File: src/rtl/eth_tx_tstamp_matcher.sv
// rtl/eth_tx_tstamp_matcher.sv - pairs MAC egress timestamps with queued TX fingerprints
// Emits MATCH, MISSED or ORPHAN records; timestamps that cannot be paired are flagged, never mis-paired.
module eth_tx_tstamp_matcher #(
  parameter int FIFO_DEPTH     = 16,
  parameter int TS_WIDTH       = 96,
  parameter int TIMEOUT_CYCLES = 4096,
  parameter int CNT_WIDTH      = 16
) (
  input  logic                           clock,
  input  logic                           reset_n,
  input  logic                           asi_fingerprint_valid,
  input  logic [7:0]                     asi_fingerprint,
  output logic                           asi_fingerprint_ready,
  input  logic                           tstamp_valid,
  input  logic [TS_WIDTH-1:0]            tstamp_data,
  input  logic [7:0]                     tstamp_fingerprint,
  output logic                           aso_tsrec_valid,
  input  logic                           aso_tsrec_ready,
  output logic [7:0]                     aso_tsrec_fingerprint,
  output logic [TS_WIDTH-1:0]            aso_tsrec_timestamp,
  output logic [1:0]                     aso_tsrec_status,
  output logic [$clog2(FIFO_DEPTH):0]    fifo_level,
  output logic [CNT_WIDTH-1:0]           cnt_match,
  output logic [CNT_WIDTH-1:0]           cnt_miss,
  output logic [CNT_WIDTH-1:0]           cnt_orphan,
  output logic [CNT_WIDTH-1:0]           cnt_overflow
);
  localparam int AW = $clog2(FIFO_DEPTH);
  localparam int LW = AW + 1;
  localparam int TW = $clog2(TIMEOUT_CYCLES + 1);
  localparam logic [1:0] ST_MATCH  = 2'd0;
  localparam logic [1:0] ST_MISSED = 2'd1;
  localparam logic [1:0] ST_ORPHAN = 2'd2;

  typedef enum logic {S_IDLE, S_EMIT} state_t;

  logic [7:0]          fifo_mem [FIFO_DEPTH];
  logic [AW-1:0]       wr_ptr, rd_ptr;
  logic [LW-1:0]       level;
  state_t              state;
  logic                pend_valid;
  logic [TS_WIDTH-1:0] pend_ts;
  logic [7:0]          pend_fp;
  logic [TW-1:0]       tcnt;

  logic       fifo_empty, fifo_full, push, pop, idle;
  logic       do_match, do_miss_fp, do_orphan, do_timeout, pend_consume, load;
  logic [7:0] head;

  function automatic logic [CNT_WIDTH-1:0] sat_inc(input logic [CNT_WIDTH-1:0] v);
    return (&v) ? v : v + 1'b1;
  endfunction

  assign fifo_empty = (level == '0);
  assign fifo_full  = (level == LW'(FIFO_DEPTH));
  assign head       = fifo_mem[rd_ptr];
  assign push       = asi_fingerprint_valid & ~fifo_full;
  assign idle       = (state == S_IDLE);

  // Decision priority in IDLE: match, fingerprint mismatch, orphan, timeout
  assign do_match     = idle & pend_valid & ~fifo_empty & (head == pend_fp);
  assign do_miss_fp   = idle & pend_valid & ~fifo_empty & (head != pend_fp);
  assign do_orphan    = idle & pend_valid & fifo_empty;
  assign do_timeout   = idle & ~pend_valid & ~fifo_empty & (tcnt == TW'(TIMEOUT_CYCLES - 1));
  assign pop          = do_match | do_miss_fp | do_timeout;
  assign pend_consume = do_match | do_orphan;
  assign load         = pop | do_orphan;

  assign asi_fingerprint_ready = ~fifo_full;
  assign fifo_level            = level;

  always_ff @(posedge clock) begin
    if (push) fifo_mem[wr_ptr] <= asi_fingerprint;
  end

  always_ff @(posedge clock or negedge reset_n) begin
    if (!reset_n) begin
      wr_ptr <= '0;
      rd_ptr <= '0;
      level  <= '0;
    end else begin
      if (push) wr_ptr <= wr_ptr + 1'b1;
      if (pop)  rd_ptr <= rd_ptr + 1'b1;
      case ({push, pop})
        2'b10:   level <= level + 1'b1;
        2'b01:   level <= level - 1'b1;
        default: level <= level;
      endcase
    end
  end

  // A mismatched pending timestamp stays loaded to be retried against the next head
  always_ff @(posedge clock or negedge reset_n) begin
    if (!reset_n) begin
      pend_valid   <= 1'b0;
      pend_ts      <= '0;
      pend_fp      <= '0;
      cnt_overflow <= '0;
    end else if (tstamp_valid) begin
      if (!pend_valid || pend_consume) begin
        pend_valid <= 1'b1;
        pend_ts    <= tstamp_data;
        pend_fp    <= tstamp_fingerprint;
      end else begin
        cnt_overflow <= sat_inc(cnt_overflow);
      end
    end else if (pend_consume) begin
      pend_valid <= 1'b0;
    end
  end

  always_ff @(posedge clock or negedge reset_n) begin
    if (!reset_n) begin
      tcnt <= '0;
    end else if (pop || fifo_empty || pend_valid) begin
      tcnt <= '0;
    end else if (idle) begin
      tcnt <= tcnt + 1'b1;
    end
  end

  always_ff @(posedge clock or negedge reset_n) begin
    if (!reset_n) begin
      state                 <= S_IDLE;
      aso_tsrec_valid       <= 1'b0;
      aso_tsrec_fingerprint <= '0;
      aso_tsrec_timestamp   <= '0;
      aso_tsrec_status      <= ST_MATCH;
      cnt_match             <= '0;
      cnt_miss              <= '0;
      cnt_orphan            <= '0;
    end else begin
      case (state)
        S_IDLE: begin
          if (load) begin
            state           <= S_EMIT;
            aso_tsrec_valid <= 1'b1;
            if (do_match) begin
              aso_tsrec_fingerprint <= head;
              aso_tsrec_timestamp   <= pend_ts;
              aso_tsrec_status      <= ST_MATCH;
              cnt_match             <= sat_inc(cnt_match);
            end else if (do_orphan) begin
              aso_tsrec_fingerprint <= pend_fp;
              aso_tsrec_timestamp   <= pend_ts;
              aso_tsrec_status      <= ST_ORPHAN;
              cnt_orphan            <= sat_inc(cnt_orphan);
            end else begin
              aso_tsrec_fingerprint <= head;
              aso_tsrec_timestamp   <= '0;
              aso_tsrec_status      <= ST_MISSED;
              cnt_miss              <= sat_inc(cnt_miss);
            end
          end
        end
        S_EMIT: begin
          if (aso_tsrec_ready) begin
            state           <= S_IDLE;
            aso_tsrec_valid <= 1'b0;
          end
        end
        default: state <= S_IDLE;
      endcase
    end
  end
endmodule

File: config.mk
export PLATFORM = sky130hd
export DESIGN_NAME = eth_tx_tstamp_matcher
export DESIGN_NICKNAME = d
export VERILOG_FILES = /design/src/rtl/eth_tx_tstamp_matcher.sv
export SDC_FILE = /design/constraint.sdc
export NUM_CORES = 1
export LEC_CHECK = 0
export BUFFER_PORTS_ARGS = -buffer_cell sky130_fd_sc_hd__buf_2
export CELL_PAD_IN_SITES_DETAIL_PLACEMENT = 1
export CELL_PAD_IN_SITES_GLOBAL_PLACEMENT = 1
export CORE_MARGIN = 5
export CORE_UTILIZATION = 50
export CTS_CLUSTER_SIZE = 24
export DETAILED_ROUTE_END_ITERATION = 8
export PLACE_DENSITY = 0.89
export SLEW_MARGIN = 20
export SYNTH_ARGS = -nofsm -noshare
export SYNTH_HDL_FRONTEND = slang
export SYNTH_SLANG_ARGS = --single-unit
File: constraint.sdc
create_clock -name clock -period 8.3 [get_ports clock]
set_input_delay 0.415 -clock clock [delete_from_list [all_inputs] [get_ports clock]]
set_output_delay 0.415 -clock clock [all_outputs]
set_load 0.1 [all_outputs]
* After elaboration in Yosys (flattened, before gate mapping)
Memory sizes are Yosys's and may differ from the RTL's.
Cells that the tools add are included.
** Storage, ports and cells
- Memories :: 1
- Logic and storage cells :: 99
- Bits in writable memories :: 128
- ROM bits :: 0
- Bits of input ports :: 117
- Output and inout port bits :: 177
- Bits in registers :: 303
- Bits in latches :: 0
** Memories
- fifo_mem :: words 16, width 8, read ports 1, clocked after Yosys merged registers in 0, wr ports 1, RTL line 37 : logic [7:0] fifo_mem [FIFO_DEPTH];
** Operators by class
- $add $sub $neg :: 9
- Divide/modulo/power cells :: 0
- Bitwise logic cells :: 24
- Multiplexer cells :: 20
- Shifts and indexed selects :: 0
- Eq/ne operators :: 10
- Order comparisons :: 0
- Multipliers :: 0
- Reduce and logical (&&, ||, !) cells :: 19
** Operator list (number)
- $mux W96 :: 2
- $add A16 B1 Y16 const B :: 4
- $reduce_and A16 Y1 :: 4
- $mux W13 :: 2
- $mux W8 :: 2
- $add A13 B1 Y13 const B :: 1
- $eq A13 B12 Y1 const B :: 1
- $not A1 Y1 :: 11
- $pmux W5 S2 :: 1
- $reduce_and A5 Y1 :: 2
- $and A1 B1 Y1 :: 9
- $mux W1 :: 9
- $add A4 B1 Y4 const B :: 2
- $eq A8 B8 Y1 :: 1
- $ne A8 B8 Y1 :: 1
- $reduce_and A2 Y1 :: 4
- $ne A2 B1 Y1 const B :: 3
- $add A5 B1 Y5 const B :: 1
- $eq A5 B5 Y1 const B :: 1
- $logic_not A5 Y1 :: 1
- $sub A5 B1 Y5 const B :: 1
- $mux W2 :: 2
- $or A1 B1 Y1 :: 4
- $pmux W1 S2 :: 2
- 8 further kinds :: 11

* Logic depth before layout (Yosys ltp)
- Depth after elaboration :: 9
- Gate-level depth with buffers :: 16
- Gate-level depth less buffers :: 15

* Least setup slack after synthesis
Ideal clock, no wire load.
- Kind :: reg2reg
- From :: reg level[0], in the netlist fifo_level[0]
- To :: reg level[4], in the netlist fifo_level[4]
- Clock period less this slack :: 3936 ps
- Arrival time :: 3810 ps
- Library setup time :: 126 ps
- Path slack :: 4364 ps
- Data required time :: 8174 ps
- Cell stages (with the launch flop) :: 15
- Path buffers :: 1
- Path through :: dfrtp_1 nor4_1 nand2_1 and2_1 clkbuf_1 inv_1 ha_1 inv_1 fa_1 inv_1 a21o_1 a21oi_1 xnor2_1 nor2_1 xnor2_1
** On the way
- Elaborated cells between the ends (all ways) :: 18
- Those cells by class :: 2 x add/sub; 3 x eq/ne; 1 x mux; 10 x bitwise; 2 x reduce/logical
** RTL lines
- start, declared :: RTL line 39 : logic [LW-1:0] level;
- start signal, assigned :: RTL line 85 : 2'b10: level <= level + 1'b1;
- start signal, assigned :: RTL line 86 : 2'b01: level <= level - 1'b1;
- start signal, assigned :: RTL line 87 : default: level <= level;
- $eq A5 B5 Y1 * :: RTL line 55 : assign fifo_full = (level == LW'(FIFO_DEPTH));
- $not A1 Y1 *
- net asi_fingerprint_ready :: RTL line 13 : output logic asi_fingerprint_ready,
- $and A1 B1 Y1 * :: RTL line 57 : assign push = asi_fingerprint_valid & ~fifo_full;
- $eq A2 B1 Y1 or $eq A2 B2 Y1 (tied branches) :: RTL line 84 : case ({push, pop})
- $pmux W5 S2 or $reduce_bool A2 Y1 (tied branches)
The timed path passes the listed nets; every way through them passes the cells marked *.
A chain may end at the register's enable or synchronous reset.

* Final worst setup path
- From :: reg rd_ptr[2]
- To :: reg pend_ts[54]
** On the way
- Longest elaborated chain between the ends :: 6
** RTL lines
- start, declared :: RTL line 38 : logic [AW-1:0] wr_ptr, rd_ptr;
- start signal, assigned :: RTL line 83 : if (pop) rd_ptr <= rd_ptr + 1'b1;
- $mem_v2 Z16 W8
- $eq A8 B8 Y1 :: RTL line 61 : assign do_match = idle & pend_valid & ~fifo_empty & (head == pend_fp);
- $and A1 B1 Y1 :: RTL line 61
- $or A1 B1 Y1 :: RTL line 66 : assign pend_consume = do_match | do_orphan;
- $logic_or A1 B1 Y1 :: RTL line 100 : if (!pend_valid || pend_consume) begin
- $reduce_and A2 Y1 (no source line)
- end signal, assigned :: RTL line 102 : pend_ts <= tstamp_data;
- end, declared :: RTL line 42 : logic [TS_WIDTH-1:0] pend_ts;
Every way passes these cells.

==> results.md <==
* Worst-Margin Slew at 1180 ps
* CP endpoint kind: flip-flop
* RD Place Congestion at 0.805
* FILL cells at 3,438
* Post-Syn Area at 17,800 um2
* Starting Density at 0.503
* Overall die width at 199 um
* Most used cell, CP: buf_4
* GRT Residual Overflow at 0
* Hold violation count in the final report at 0
* Synth area leader: dfrtp_1
* Worst path arrival time at 5500 ps
* Antenna violations before repair at 18
* Vias at 11,589
* Clk_lat worst skew at 570 ps
* Io pins at 294
* Final min period at 5060 ps
* Simple-gate share of the synthesized area at 0.0824
* First-pass GRT wire length at 76,000 um
* VDD IR-drop max at 0.389 mV
* Yosys cell types at 57
* PortBufs at 293
* Reg clk slew, reported paths at 60 ps
* Setup CP Type: flip-flop to flip-flop
* Setup violators final at 0
* Synth Area in XOR/XNOR at 0.0428
* CP Launch Type: flip-flop
* PD cells at 386 nW/um2
* Yosys reg bits at 431
* CP top delay family: buffers and inverters
* Synth top area share at 0.426
* Via density at 5.79
* Area grow syn2layout at 19.4%
* Critical path peak fanout at 54
* Adder-Cell Fraction of Synth Area at 0.0110
* Most common cell in the synthesized netlist: dfrtp_1
* Share of cells above drive strength 1 at 0.350
* Final Skew at 30.7 ps
* Vias in the first global route at 12,739
* # clock sinks at 431
* Fin util at 0.601
* Largest family of logic cells by synthesized area: multiplexers
* CP bufs+invs at 3
* LEAKAGE at 10.0 nW
* Pin count of the biggest net entering global routing at 165
* Net count reported at finish at 1,621
* Setup Fix Bufs, Post-CTS at 0
* Die area at 39,500 um2
* Slowest stage delay, CP at 780 ps
* Met2 Use GR at 0.424
* Total track usage at 0.250
* Post-Syn Area per Cell at 14.8 um2
* H-tree levels at 2
* Synth Net Count at 1,334
* Final ANT Viol Nets at 0
* Top area cells in the synthesized netlist: dfrtp_1 (43%), edfxtp_1 (22%), a22o_1 (4.7%), mux2_4 (4.5%), mux4_2 (3.7%)
* CTS Buf Count at 45
* Die Y-Extent at 199 um
* Primary FF master, synth: dfrtp_1
* Slew Viols, Final at 0
* Busiest metal layer after global routing: met2
* Tcrit/Tclk final at 0.609
* Post-CTS sizing at 0
* Share of flip-flops with an asynchronous set or reset at 0.703
* Syn. warnings at 0
* CTS root buffer: clkbuf_16
* Core Area at 35,400 um2
* Number of max-cap violations at 0
* WHS at 64.5 ps
* CTS tree: built
* Post-Synthesis Cells at 1,202
* Total wire length at 51,700 um
* M1 GR Usage at 0.307
* Slowest-stage cell, CP: buf_4
* Mux contribution to synthesized area at 0.138
* Fmax achieved at 198 MHz
* Critical path required time at 8740 ps
* RSZ-0062 raised after global routing: false
* Setup TNS at 0 ps
* Routed len/inst at 25.8 um
* Post-synth EDFFs at 128
* Met3 Use GR at 0.0508
* HP Class: input port to flip-flop
* Hold buffers post-CTS at 0
* DRC viols at 0
* Slew headroom at 0.208
* Cell chain of the critical path: buf_4 -> mux4_2 -> mux2i_1 -> xor2_1 -> and3_1 -> o2111ai_1 -> o21ai_4 -> o21ai_4 -> buf_4 -> buf_4 -> mux2_1
* Synth cell count leaders: dfrtp_1 (303), edfxtp_1 (128), a22o_1 (96), nand2_1 (71), nor2_1 (55)
* Post-synthesis compound-gate area fraction at 0.0614
* Detailed placement HPWL at 33,300 um
* Cell row count at 69
* Clock Path Buffers at 3
* Status: complete, no violations
* First DRT Iteration DRCs at 671
* Post-synthesis sequential area ratio at 0.641
* Initial DRT Pass Iterations at 5
[worst reg2reg max path, delay by kind of cell (launching register included)]
family,cells,cell delay [ps]
multiplexers,3,1370
AND/OR/NAND/NOR,1,200
buffers and inverters,3,1980
AO/OA/AOI/OAI,3,950
flip-flops,1,330
XOR/XNOR,1,110
[flip-flops by register name (all words and copies together) (netlist names), 4 cells and up]
name / count
wr_ptr: 4
aso_tsrec_fingerprint: 8
cnt_miss: 16
fifo_level: 5
cnt_overflow: 16
aso_tsrec_timestamp: 96
tcnt: 13
pend_ts: 96
cnt_match: 16
pend_fp: 8
rd_ptr: 4
cnt_orphan: 16
fifo_mem: 128
[layout by cell type (no fill, tap or decap), types with 14 or more instances in the layout]
| master | Yosys | layout |
|---|---|---|
| dfrtp_1 | 303 | 303 |
| buf_2 | 26 | 292 |
| edfxtp_1 | 128 | 128 |
| a22o_1 | 96 | 96 |
| nand2_1 | 71 | 71 |
| mux2_4 | 54 | 54 |
| nor2_1 | 55 | 53 |
| mux2_2 | 52 | 52 |
| xor2_1 | 46 | 46 |
| clkbuf_16 | 0 | 45 |
| xnor2_1 | 41 | 41 |
| mux2i_1 | 31 | 31 |
| mux4_2 | 29 | 29 |
| and3_1 | 19 | 19 |
| nand3_1 | 19 | 19 |
| inv_1 | 17 | 17 |
| diode_2 | 0 | 16 |
| nor4_1 | 16 | 16 |
| nor3_1 | 19 | 16 |
| nand4_1 | 15 | 15 |
| clkinv_2 | 0 | 15 |
| ha_1 | 14 | 14 |
[report_power, final]
part           internal [mW]  leakage (nW)  switching, mW
clock                   1.21         0.750          0.871
combinational          0.958          4.13           2.11
sequential              2.67          5.16          0.392
total                   4.84          10.0           3.37
[kinds of logic after synthesis]
family / count (synthesis)
buf+inv: 85
simple gates: 275
compound gates: 135
flops: 431
xor+xnor: 87
fa+ha+maj: 15
mux: 174
[metal layers]
| metal | up-vias | wire length [um] |
|---|---|---|
| met3 | 143 | 2980 |
| met5 | - | 49 |
| met2 | 393 | 26500 |
| met1 | 6046 | 19500 |
| met4 | 8 | 2670 |
| li1 | 4999 | - |
[path summary, 6_finish.rpt]
| path | slack [ps] | end | start | depth (start not counted) |
|---|---|---|---|---|
| min in group asynchronous | 360 | pend_ts[72] | reset_n | 2 |
| hold / removal | 60 | pend_ts[44] | tstamp_data[44] | 2 |
| setup / recovery | 3240 | pend_ts[54] | rd_ptr[2] | 11 |
| max in group asynchronous | 6660 | wr_ptr[1] | reset_n | 3 |
| setup reg to reg | 3240 | pend_ts[54] | rd_ptr[2] | 11 |
| hold reg to reg | 480 | aso_tsrec_timestamp[12] | pend_ts[12] | 1 |
[metrics by stage]
| stage | cells | setup WS, ps | power, mW | instance area (um2) |
|---|---|---|---|---|
| 3_5_place_dp | 1901 | 3200 | 6.11 | 19700 |
| 2_1_floorplan | 1202 | 4360 | 5.37 | 17800 |
| 3_3_place_gp | 1901 | 3370 | 5.95 | 19700 |
| 6_report | 2003 | 3240 | 8.22 | 21300 |
| 4_1_cts | 1985 | 3230 | 8.24 | 21200 |
| 5_1_grt | 2001 | 2910 | 8.56 | 21300 |
[final cells by class]
class	count	area, um2	area share
Antenna cell	16	40.0	0.00188
Clock buffer	55	1180	0.0556
Clock inverter	29	327	0.0153
Inverter	17	63.8	0.00300
Multi-Input combinational cell	686	6030	0.284
Sequential cell	431	11400	0.537
Tap cell	461	577	0.0271
Timing Repair Buffer	308	1620	0.0763
(Power assumes the default switching activity.)
